<file path="src/rtl/dtw_ref_arb_pkg.sv">
// Shared encodings for the DTW reference-memory arbiter: FSM states and core operating modes.
package dtw_ref_arb_pkg;

  typedef enum logic [2:0] {
    ST_IDLE  = 3'd0,
    ST_SERVE = 3'd1,
    ST_DRAIN = 3'd2,
    ST_LOAD  = 3'd3,
    ST_DONE  = 3'd4
  } arb_state_t;

  localparam logic MODE_DTW_READ = 1'b0;
  localparam logic MODE_LOAD_REF = 1'b1;

endpackage

</file>
<file path="src/rtl/dtw_rr_picker.sv">
// Combinational round-robin picker: first set request at or after ptr, wrapping modulo N_REQ.
module dtw_rr_picker #(
  parameter int N_REQ = 4,
  parameter int PW    = 2
) (
  input  logic [N_REQ-1:0] req,
  input  logic [PW-1:0]    ptr,
  output logic             any,
  output logic [PW-1:0]    idx,
  output logic [N_REQ-1:0] onehot
);

  // Scan from the farthest candidate back to ptr so the last hit is the nearest one.
  always_comb begin
    logic [PW-1:0] j;
    // NOTE: every comb output gets a default first so no path leaves it unassigned (no latch).
    j      = '0;
    any    = 1'b0;
    idx    = '0;
    onehot = '0;
    for (int k = N_REQ - 1; k >= 0; k--) begin
      j = PW'((int'(ptr) + k) % N_REQ);
      if (req[j]) begin
        any       = 1'b1;
        idx       = j;
        onehot    = '0;
        onehot[j] = 1'b1;
      end
    end
  end

endmodule

</file>
<file path="src/rtl/dtw_ref_arbiter.sv">
// Shares one reference-memory core between N_REQ DTW requesters: round-robin reads with tagged,
// fixed-latency responses, and sequencing of reference reloads after draining in-flight reads.
module dtw_ref_arbiter
  import dtw_ref_arb_pkg::*;
#(
  parameter int N_REQ            = 4,
  parameter int DATA_WIDTH       = 16,
  parameter int ADDR_WIDTH       = 32,
  parameter int REFMEM_PTR_WIDTH = 20,
  parameter int RD_LATENCY       = 2,
  parameter int LOAD_TIMEOUT     = 16
) (
  input  logic                              clk_in,
  input  logic                              rst_in,
  input  logic                              enable_in,
  input  logic                              load_req_in,
  input  logic [ADDR_WIDTH-1:0]             ref_len_in,
  input  logic [N_REQ-1:0]                  req_valid_in,
  input  logic [N_REQ*REFMEM_PTR_WIDTH-1:0] req_addr_in,
  output logic [N_REQ-1:0]                  grant_out,
  output logic [N_REQ-1:0]                  rsp_valid_out,
  output logic [DATA_WIDTH-1:0]             rsp_data_out,
  output logic                              rsp_err_out,
  output logic                              load_ack_out,
  output logic                              load_fail_out,
  output logic                              core_rs_out,
  output logic                              core_op_mode_out,
  input  logic                              core_busy_in,
  output logic [REFMEM_PTR_WIDTH-1:0]       ref_addr_out,
  input  logic [DATA_WIDTH-1:0]             ref_data_in,
  output logic [2:0]                        state_out
);

  localparam int PW   = (N_REQ > 1) ? $clog2(N_REQ) : 1;
  localparam int TW   = $clog2(LOAD_TIMEOUT + 1);
  localparam int CW   = (ADDR_WIDTH > REFMEM_PTR_WIDTH) ? ADDR_WIDTH : REFMEM_PTR_WIDTH;
  localparam int LAST = RD_LATENCY - 1;

  arb_state_t                  state, state_nxt;
  logic [PW-1:0]               rr_ptr;
  logic [REFMEM_PTR_WIDTH-1:0] addr_q;
  logic [TW-1:0]               tmo_cnt;
  logic                        seen_busy;
  logic                        fail_q;

  logic [RD_LATENCY-1:0]       pipe_vld;
  logic [RD_LATENCY-1:0]       pipe_err;
  logic [PW-1:0]               pipe_id [RD_LATENCY];

  logic                        pick_any;
  logic [PW-1:0]               pick_idx;
  logic [N_REQ-1:0]            pick_onehot;
  logic [REFMEM_PTR_WIDTH-1:0] win_addr;
  logic                        win_err;
  logic                        do_grant;
  logic                        pipe_busy;
  logic                        load_ok;
  logic                        load_tmo;

  dtw_rr_picker #(.N_REQ(N_REQ), .PW(PW)) u_picker (
    .req    (req_valid_in),
    .ptr    (rr_ptr),
    .any    (pick_any),
    .idx    (pick_idx),
    .onehot (pick_onehot)
  );

  assign win_addr = req_addr_in[int'(pick_idx)*REFMEM_PTR_WIDTH +: REFMEM_PTR_WIDTH];
  assign win_err  = CW'(win_addr) >= CW'(ref_len_in);

  // The last stage may be issuing this cycle; only earlier stages keep the core occupied.
  always_comb begin
    pipe_busy = 1'b0;
    for (int i = 0; i < LAST; i++) pipe_busy = pipe_busy | pipe_vld[i];
  end

  assign load_ok  = seen_busy && !core_busy_in;
  assign load_tmo = !seen_busy && !core_busy_in && (tmo_cnt == TW'(LOAD_TIMEOUT - 1));

  always_comb begin
    state_nxt        = state;
    do_grant         = 1'b0;
    core_rs_out      = 1'b0;
    core_op_mode_out = MODE_DTW_READ;
    load_ack_out     = 1'b0;
    load_fail_out    = 1'b0;
    case (state)
      ST_IDLE: begin
        if (load_req_in)    state_nxt = ST_LOAD;
        else if (enable_in) state_nxt = ST_SERVE;
      end
      ST_SERVE: begin
        core_rs_out = 1'b1;
        if (load_req_in || !enable_in) state_nxt = ST_DRAIN;
        else                           do_grant  = pick_any;
      end
      ST_DRAIN: begin
        core_rs_out = 1'b1;
        if (!pipe_busy) begin
          if (load_req_in)    state_nxt = ST_LOAD;
          else if (enable_in) state_nxt = ST_SERVE;
          else                state_nxt = ST_IDLE;
        end
      end
      ST_LOAD: begin
        core_rs_out      = 1'b1;
        core_op_mode_out = MODE_LOAD_REF;
        if (load_ok || load_tmo) state_nxt = ST_DONE;
      end
      ST_DONE: begin
        core_rs_out   = 1'b1;
        load_ack_out  = 1'b1;
        load_fail_out = fail_q;
        state_nxt     = enable_in ? ST_SERVE : ST_IDLE;
      end
      default: state_nxt = ST_IDLE;
    endcase
  end

  always_ff @(posedge clk_in) begin
    if (rst_in) begin
      state     <= ST_IDLE;
      rr_ptr    <= '0;
      addr_q    <= '0;
      tmo_cnt   <= '0;
      seen_busy <= 1'b0;
      fail_q    <= 1'b0;
      pipe_vld  <= '0;
      pipe_err  <= '0;
      // NOTE: the tag array is only RD_LATENCY entries, so it is reset like plain flops.
      for (int i = 0; i < RD_LATENCY; i++) pipe_id[i] <= '0;
    end else begin
      // NOTE: all state here uses <= so every register samples pre-edge values.
      state <= state_nxt;

      if (state != ST_LOAD) begin
        tmo_cnt   <= '0;
        seen_busy <= 1'b0;
      end else begin
        seen_busy <= seen_busy | core_busy_in;
        fail_q    <= load_tmo;
        if (!seen_busy && !core_busy_in) tmo_cnt <= tmo_cnt + 1'b1;
      end

      if (do_grant) begin
        rr_ptr <= (pick_idx == PW'(N_REQ - 1)) ? '0 : pick_idx + 1'b1;
        addr_q <= win_addr;
      end

      pipe_vld[0] <= do_grant;
      pipe_err[0] <= win_err;
      pipe_id[0]  <= pick_idx;
      for (int i = 1; i < RD_LATENCY; i++) begin
        pipe_vld[i] <= pipe_vld[i-1];
        pipe_err[i] <= pipe_err[i-1];
        pipe_id[i]  <= pipe_id[i-1];
      end
    end
  end

  assign grant_out    = do_grant ? pick_onehot : '0;
  assign ref_addr_out = do_grant ? win_addr : addr_q;
  assign state_out    = state;

  always_comb begin
    rsp_valid_out = '0;
    rsp_data_out  = '0;
    rsp_err_out   = 1'b0;
    if (pipe_vld[LAST]) begin
      rsp_valid_out[pipe_id[LAST]] = 1'b1;
      rsp_err_out                  = pipe_err[LAST];
      if (!pipe_err[LAST]) rsp_data_out = ref_data_in;
    end
  end

endmodule

</file>
<file path="config.mk">
export PLATFORM = sky130hd
export DESIGN_NAME = dtw_ref_arbiter
export DESIGN_NICKNAME = d
export VERILOG_FILES = /design/src/rtl/dtw_ref_arb_pkg.sv /design/src/rtl/dtw_rr_picker.sv /design/src/rtl/dtw_ref_arbiter.sv
export SDC_FILE = /design/constraint.sdc
export NUM_CORES = 1
export LEC_CHECK = 0
export CORE_ASPECT_RATIO = 1.75
export CORE_MARGIN = 8
export CORE_UTILIZATION = 35
export DETAILED_ROUTE_END_ITERATION = 8
export PLACE_DENSITY = 0.72
export SLEW_MARGIN = 20
export SYNTH_ARGS = -nofsm -noshare
export SYNTH_HDL_FRONTEND = slang
export SYNTH_SLANG_ARGS = --single-unit
export TNS_END_PERCENT = 1
</file>
<file path="constraint.sdc">
create_clock -name clk_in -period 4.4 [get_ports clk_in]
set_input_delay 0.66 -clock clk_in [delete_from_list [all_inputs] [get_ports clk_in]]
set_output_delay 0.66 -clock clk_in [all_outputs]
set_load 0.02 [all_outputs]
</file>
==> results of run 1 <==
logic make-up after synthesis:
group,after synthesis
compound gates,72
xor+xnor,5
fa+ha+maj,30
buf+inv,51
flops,40
mux,85
simple gates,107
worst register-to-register path: cells and delay by family (launching register included):
family                   cells  cell delay (ns)
AO/OA/AOI/OAI                7             1.22
adder cells (fa/ha/maj)      2             0.63
buffers and inverters        2             0.32
flip-flops                   1             0.33
multiplexers                 3             0.86
AND/OR/NAND/NOR              1             0.14
final cells by class:
cell class	instances	area share, %
inverter	31	1.98
multi-input combinational	299	44.3
sequential	40	13.6
clock inverter	3	0.724
clock buffer	5	2.13
tap	127	2.70
timing repair buffer	203	34.6
path summary, 6_finish.rpt:
| path | from | endpoint | slack, ns |
|---|---|---|---|
| min reg2reg | pipe_id[0][1] | pipe_id[0][3] | 0.44 |
| min | pipe_id[0][1] | pipe_id[0][3] | 0.44 |
| max reg2reg | rr_ptr[1] | pipe_err[0] | 0.80 |
| max | req_valid_in[2] | ref_addr_out[9] | 0.13 |
sequential cells by signal, summed over array words and instances (netlist names):
| register | flops |
|---|---|
| addr_q | 20 |
| tmo_cnt | 5 |
| pipe_id | 4 |
| state_out | 3 |
| pipe_err | 2 |
| pipe_vld | 2 |
| rr_ptr | 2 |
| fail_q | 1 |
| seen_busy | 1 |
cell usage after synthesis (all sizes together):
| library cell | instances |
|---|---|
| a31oi | 3 |
| and2 | 20 |
| inv | 31 |
| and3b | 1 |
| o22a | 1 |
| xor2 | 2 |
| o21ai | 9 |
| mux2i | 59 |
| a211oi | 4 |
| a21oi | 16 |
| o211a | 1 |
| nand2 | 16 |
| a211o | 4 |
| a221oi | 5 |
| nand3 | 5 |
| nand4 | 4 |
| mux2 | 23 |
| a21o | 8 |
| nor2 | 14 |
| xnor2 | 3 |
| nor2b | 29 |
| nor4 | 2 |
| nand2b | 4 |
| dfxtp | 40 |
| and4 | 2 |
| a22o | 19 |
| clkbuf | 5 |
| buf | 15 |
| nor3 | 3 |
| ha | 30 |
| o41ai | 1 |
| and3 | 3 |
| mux4 | 3 |
| or3 | 2 |
| nor3b | 2 |
| a2bb2oi | 1 |
through the flow:
stage          total power [W]  util, %
2_1_floorplan         0.000781        -
3_3_place_gp           0.00103     55.6
3_5_place_dp           0.00104     55.6
4_1_cts                0.00146     57.3
5_1_grt                0.00153     57.4
6_report               0.00144     57.4
what timing repair did:
item	CTS	global route
buffers inserted	0	2
endpoints found under the setup margin	0	1
endpoints found under the hold margin	0	0
power groups by stage:
stage	clock network (W)	logic, W	registers [W]
after floorplan	0	0.000380	0.000401
after global placement	0	0.000630	0.000400
after detailed placement	0	0.000640	0.000400
after CTS	0.000424	0.000643	0.000393
after global routing	0.000439	0.000692	0.000396
final	0.000412	0.000637	0.000393
metal layers:
layer / wire (um) / vias to the layer above
li1: - / 1775
met1: 4430 / 1645
met2: 6280 / 131
met3: 827 / 8
met4: 136 / 0
met5: 0 / -
==> metrics.md, run 1 <==
| Metric | Value |
|---|---|
| Least-Margin Pin Slew | 0.703 ns |
| Min Hold Slack | 0.445 ns |
| Dpl hpwl | 9670 um |
| Vias in the first global route | 3759 |
| DR pass1 iterations | 4 |
| Synthesis-to-finish area growth | 60.7% |
| Placed cell area | 5700 sq um |
| Net Sw Frac | 30.7% |
| PwrDens | 245 nW/um^2 |
| Routed wire per std cell | 16.5 um |
| Critical path's slowest cell | mux4_2 |
| Clock sink count | 40 |
| M3 GR Usage | 4.37% |
| Critical Path RT | 3.74 ns |
| Hold WC Path Type | flip-flop to flip-flop |
| GRT busiest layer | met2 |
| Total CTS buffers | 5 |
| Met2 Usage GRT | 30.6% |
| Leak | 2.43 nW |
| Clock latency on the worst-skew pair | 0.28 ns |
| Synth Area in Compound Gates | 15.7% |
| Clk pwr share | 28.6% |
| Share of layout cells above drive strength 1 | 13.1% |
| Hold Crit Depth | 1 |
| Startpoint types | primary input |
| Multi-input gate area | 2600 sq um |
| Final hold violations | 0 |
| All-Layer GR Usage | 15.7% |
| Clock buffer depth | 2 |
| Ports | 189 |
| Setup violations, final | 0 |
| DR iter-0 viols | 61 |
| Antenna violations before repair | 0 |
| Gate power share | 44.2% |
| Seq/Total Area, Yosys | 21.9% |
| Synth cell types | 50 |
| Fin worst setup slack | 0.125 ns |
| RSZ-0062 raised after global routing | no |
| Status | complete, no violations |
| Number of hold buffers added after cts | 0 |
| Routed vias | 3559 |
| Root buf cell | clkbuf_16 |
| Crit path capture type | output port |
| Post-synthesis area per instance | 9.38 sq um |
| Synth top area share | 21.9% |
| Peak supply drop | 0.181 mV |
| Most used cell, CP | clkdlybuf4s50_1 |
| Final TNS setup | 0 ns |
| CTS tree | done |
| Buf/Inv on CP | 3 |
| Most frequent cells in the layout | 188 x clkdlybuf4s50_1, 41 x mux2i_1, 40 x dfxtp_1, 30 x inv_1, 30 x ha_1 |
| Post-Synth Adder-Cell Area | 10.3% |
| Cells along the critical path | clkdlybuf4s50_1 -> mux4_2 -> nor2b_1 -> o21ai_2 -> nand2_4 -> buf_12 -> mux2i_2 -> mux2_2 -> clkdlybuf4s50_1 |
| Post-synthesis sequential element count | 40 |
| Final Critical Period | 4.27 ns |
| First-pass GRT wire length | 17900 um |
| Net switching power | 0.000442 W |
| CTS resizes | 0 |
| Largest net degree at the start of global routing | 42 |
| Max-Cap Viols | 0 |
| Max-slew violations | 0 |
| CP arrival | 3.61 ns |
| WS Path Type | primary input to output port |
| Post-placement setup slack | 0.102 ns |
| Mux share of post-synthesis cell area | 27.0% |
| Synth area leaders | dfxtp_1 22%, mux2i_1 11%, ha_1 10% |
| Grt ovf | 0 |
| Placed insts | 698 |
| Top cell family by delay on the critical path | buffers and inverters |
| Clk pin slew, worst setup/hold paths | 0.06 ns |
| Post-synth top area cell | dfxtp_1 |
| Final std cells w/o fill | 708 |
| Die height | 151 um |
| Fmax | 0.234 GHz |
| CP max stage delay | 0.64 ns |
| Net count, final | 747 |
| Antenna diode count | 0 |
| Synthesized net count | 557 |
| Vias per std cell | 5.03 |
| Core Rows | 49 |
| Post-Syn Instances | 390 |
| Final period util | 97.2% |
| Core area | 10200 sq um |
| Antenna-violating nets left | 0 |
| GP Congestion | 0.804 |
| Levels on crit path | 9 |
| FILL cells | 943 |
| Max_slew headroom | 53.1% |
| Met1 usage | 15.5% |
| Simple-Gate Fraction of Synth Area | 16.7% |
| Final WL | 11700 um |
| FF-to-FF path depth | 15 |
| Leading cell type in the layout, fill and taps excluded | clkdlybuf4s50_1 |
| Sequential fraction of design power | 27.2% |
| Remaining DRCs | 0 |
| Final Cell Area | 5880 sq um |
| Largest family of logic cells by synthesized area | multiplexers |
| H-tree levels | 2 |
| Die width | 93.3 um |
| P_int | 0.00100 W |
| Register area | 801 sq um |
| Worst Path Max Fanout | 17 |
| Port-buffer cells | 188 |
| XOR/XNOR Fraction of Synth Area | 1.20% |
| Setup Skew | 0.00630 ns |
| Die ar. | 14100 sq um |
| Synth warn | 0 |
| Synthesized cell area | 3660 sq um |
| Initial Utilization | 35.7% |
(Power assumes the default switching activity.)
==> inputs of run 2 (changes only) <==
ABC_AREA = 0   (was default)
==> results of run 2 <==
Same layout as run 1: the final DEF is identical, and so are final timing and power.
==> RTL edit: new RTL, flow settings as in run 2 <==
Set the parameter `DATA_WIDTH` to 18 (it was 16).
--- a/src/rtl/dtw_ref_arbiter.sv
+++ b/src/rtl/dtw_ref_arbiter.sv
@@ -6,3 +6,3 @@
   parameter int N_REQ            = 4,
-  parameter int DATA_WIDTH       = 16,
+  parameter int DATA_WIDTH       = 18,
   parameter int ADDR_WIDTH       = 32,
Interface: changed (resized ref_data_in and rsp_data_out); port bits go from 189 to 193. No check against the original RTL was run, so the function may have changed too.
==> RTL edit against run 2 <==
Fmax about the same; power grew 3.9%; design area is 2.7% higher; sequential cell count unchanged; worst hold slack got worse by 0.0048 ns; synthesized area up 2.0%; routed wire length rose by 3.0%; via count grew 1.2%; worst setup slack worse by 0.0015 ns; critical endpoint is now ref_addr_out[7]; largest cell class unchanged; largest power group unchanged.
==> RTL edit: results (changes against run 2) <==
Smallest setup slack after layout: 0.124 ns (-0.00154 ns). The proportion of synthesized area in mux cells is 27.0% (about the same), and the worst setup slack for register-to-register paths is 0.59 ns (-0.21 ns). The run gives 6730 um (+7.1%) as the amount of wire on met2 after detailed routing.

In this run the critical register-to-register path is captured at pipe_err[0]$_SDFF_PP0_. For the total cell area at the placement stage, the log shows 5830 um^2 (+2.4%). Count of fill cells added during filler insertion: 981 (+4.0%). The tools report the starting DRC count in detailed routing as 94 (+54%). The met3 layer wire length in the routed design was 936 um (+13%); the data arrival time at the worst-slack endpoint was 3.62 ns (about the same). The cell count of the worst hold path came out at 1 (unchanged). Depth of the most critical reg-to-reg path: 16 (+1). The worst-case headroom to the max-slew limit is 46.9% (-6.1 points), and the cell count after placement is 711 (+1.9%). The adder-cell area share of the yosys netlist is 10.1% (-0.20 points), and the post-route met1 wirelength is 4120 um (-6.9%). Total wire length after detailed routing: 12000 um (+3.0%). The cell count after synthesis came out at 393 (+0.77%).

The placed wire-length estimate after detailed placement is 10000 um (+3.8%). In the synthesized netlist, the cells that appear most often are sky130_fd_sc_hd__mux2i_1 (41), sky130_fd_sc_hd__dfxtp_1 (40), sky130_fd_sc_hd__ha_1 (30). The run gives 32.4% (+1.8 points) as the met2 demand-to-capacity share in global routing. The pin count of the biggest net entering global routing is 45 (+7.1%), and the delay of the slowest cell on the worst path is 0.62 ns (-0.02 ns). The run gives 19300 um (+7.9%) as the global-route wire length before repair. The met1 usage is 15.9% (+0.35 points), and the post-synthesis xor/xnor area fraction is 1.17% (-0.023 points).

In this run the worst setup path terminates at ref_addr_out[7]. The largest fanout on the critical path is 12 (-5), and the number of nets in the layout is 762 (+2.0%). Total leakage power: 2.48 nW (+2.4%). For the largest clock skew in the final design, the log shows 0.00346 ns (-0.00284 ns). The via count of the first global-routing pass is 3985 (+6.0%), and the share of synthesized area occupied by flip-flops and latches is 21.5% (-0.42 points).

The tools report the synthesized netlist net count as 562 (+0.90%). The complex-gate fraction of the synthesized area was 15.4% (-0.33 points); the global routing met3 resource utilization was 5.18% (+0.81 points). The post-placement worst setup slack is 0.0369 ns (-0.0648 ns), and the count of warnings emitted by yosys is 0 (unchanged). The detailed-route wire length per cell is 16.6 um (+0.74%). For this design, the slowest cell found on the critical path is sky130_fd_sc_hd__mux4_2. The logs give 0.000205 V (+13%) for the worst IR drop on VDD and 35.3% (-0.45 points) for the starting density of the core. The total via count in the routed design came out at 3603 (+1.2%). Total track usage: 16.8% (+1.1 points). The flow ran to the end, and the final reports show no timing, DRC or antenna violations. The count of buffers from port buffering is 192 (+2.1%), and the proportion of layout cells with a drive suffix above 1 is 14.0% (+0.89 points).

The weighted congestion at the end of routability-driven global placement came out at 0.791 (-1.7%). The cell family contributing the most delay on the critical path was buffers and inverters. The run gives 0 (unchanged) as the number of setup buffers added after CTS. Post-synthesis cell type count: 58 (+16%). Yosys attributes the largest share of cell area to sky130_fd_sc_hd__dfxtp_1 (21%), sky130_fd_sc_hd__mux2i_1 (11%), sky130_fd_sc_hd__ha_1 (10%).
RTL edit: cell count changes in the layout (fill, tap and decap cells not counted), sizes merged, moves of 2 or more:
cell,change
clkdlybuf4s50,+4
a21oi,-2
nand2b,+3
nand2,-2
buf,+7
RTL edit: cell type report:
cell class / count / area [um^2] / area share (%)
inverters: 31 / 116 / 1.93
repair buffers: 214 / 2140 / 35.4
clock inverters: 3 / 46.3 / 0.767
multi-input cells: 301 / 2650 / 43.9
well taps: 130 / 163 / 2.69
flip-flops and latches: 40 / 801 / 13.3
clock buffers: 5 / 125 / 2.07
RTL edit: where the power goes:
| group | switching, mW | internal (mW) |
|---|---|---|
| logic | 0.297 | 0.384 |
| clock network | 0.155 | 0.269 |
| registers | 0.0141 | 0.380 |
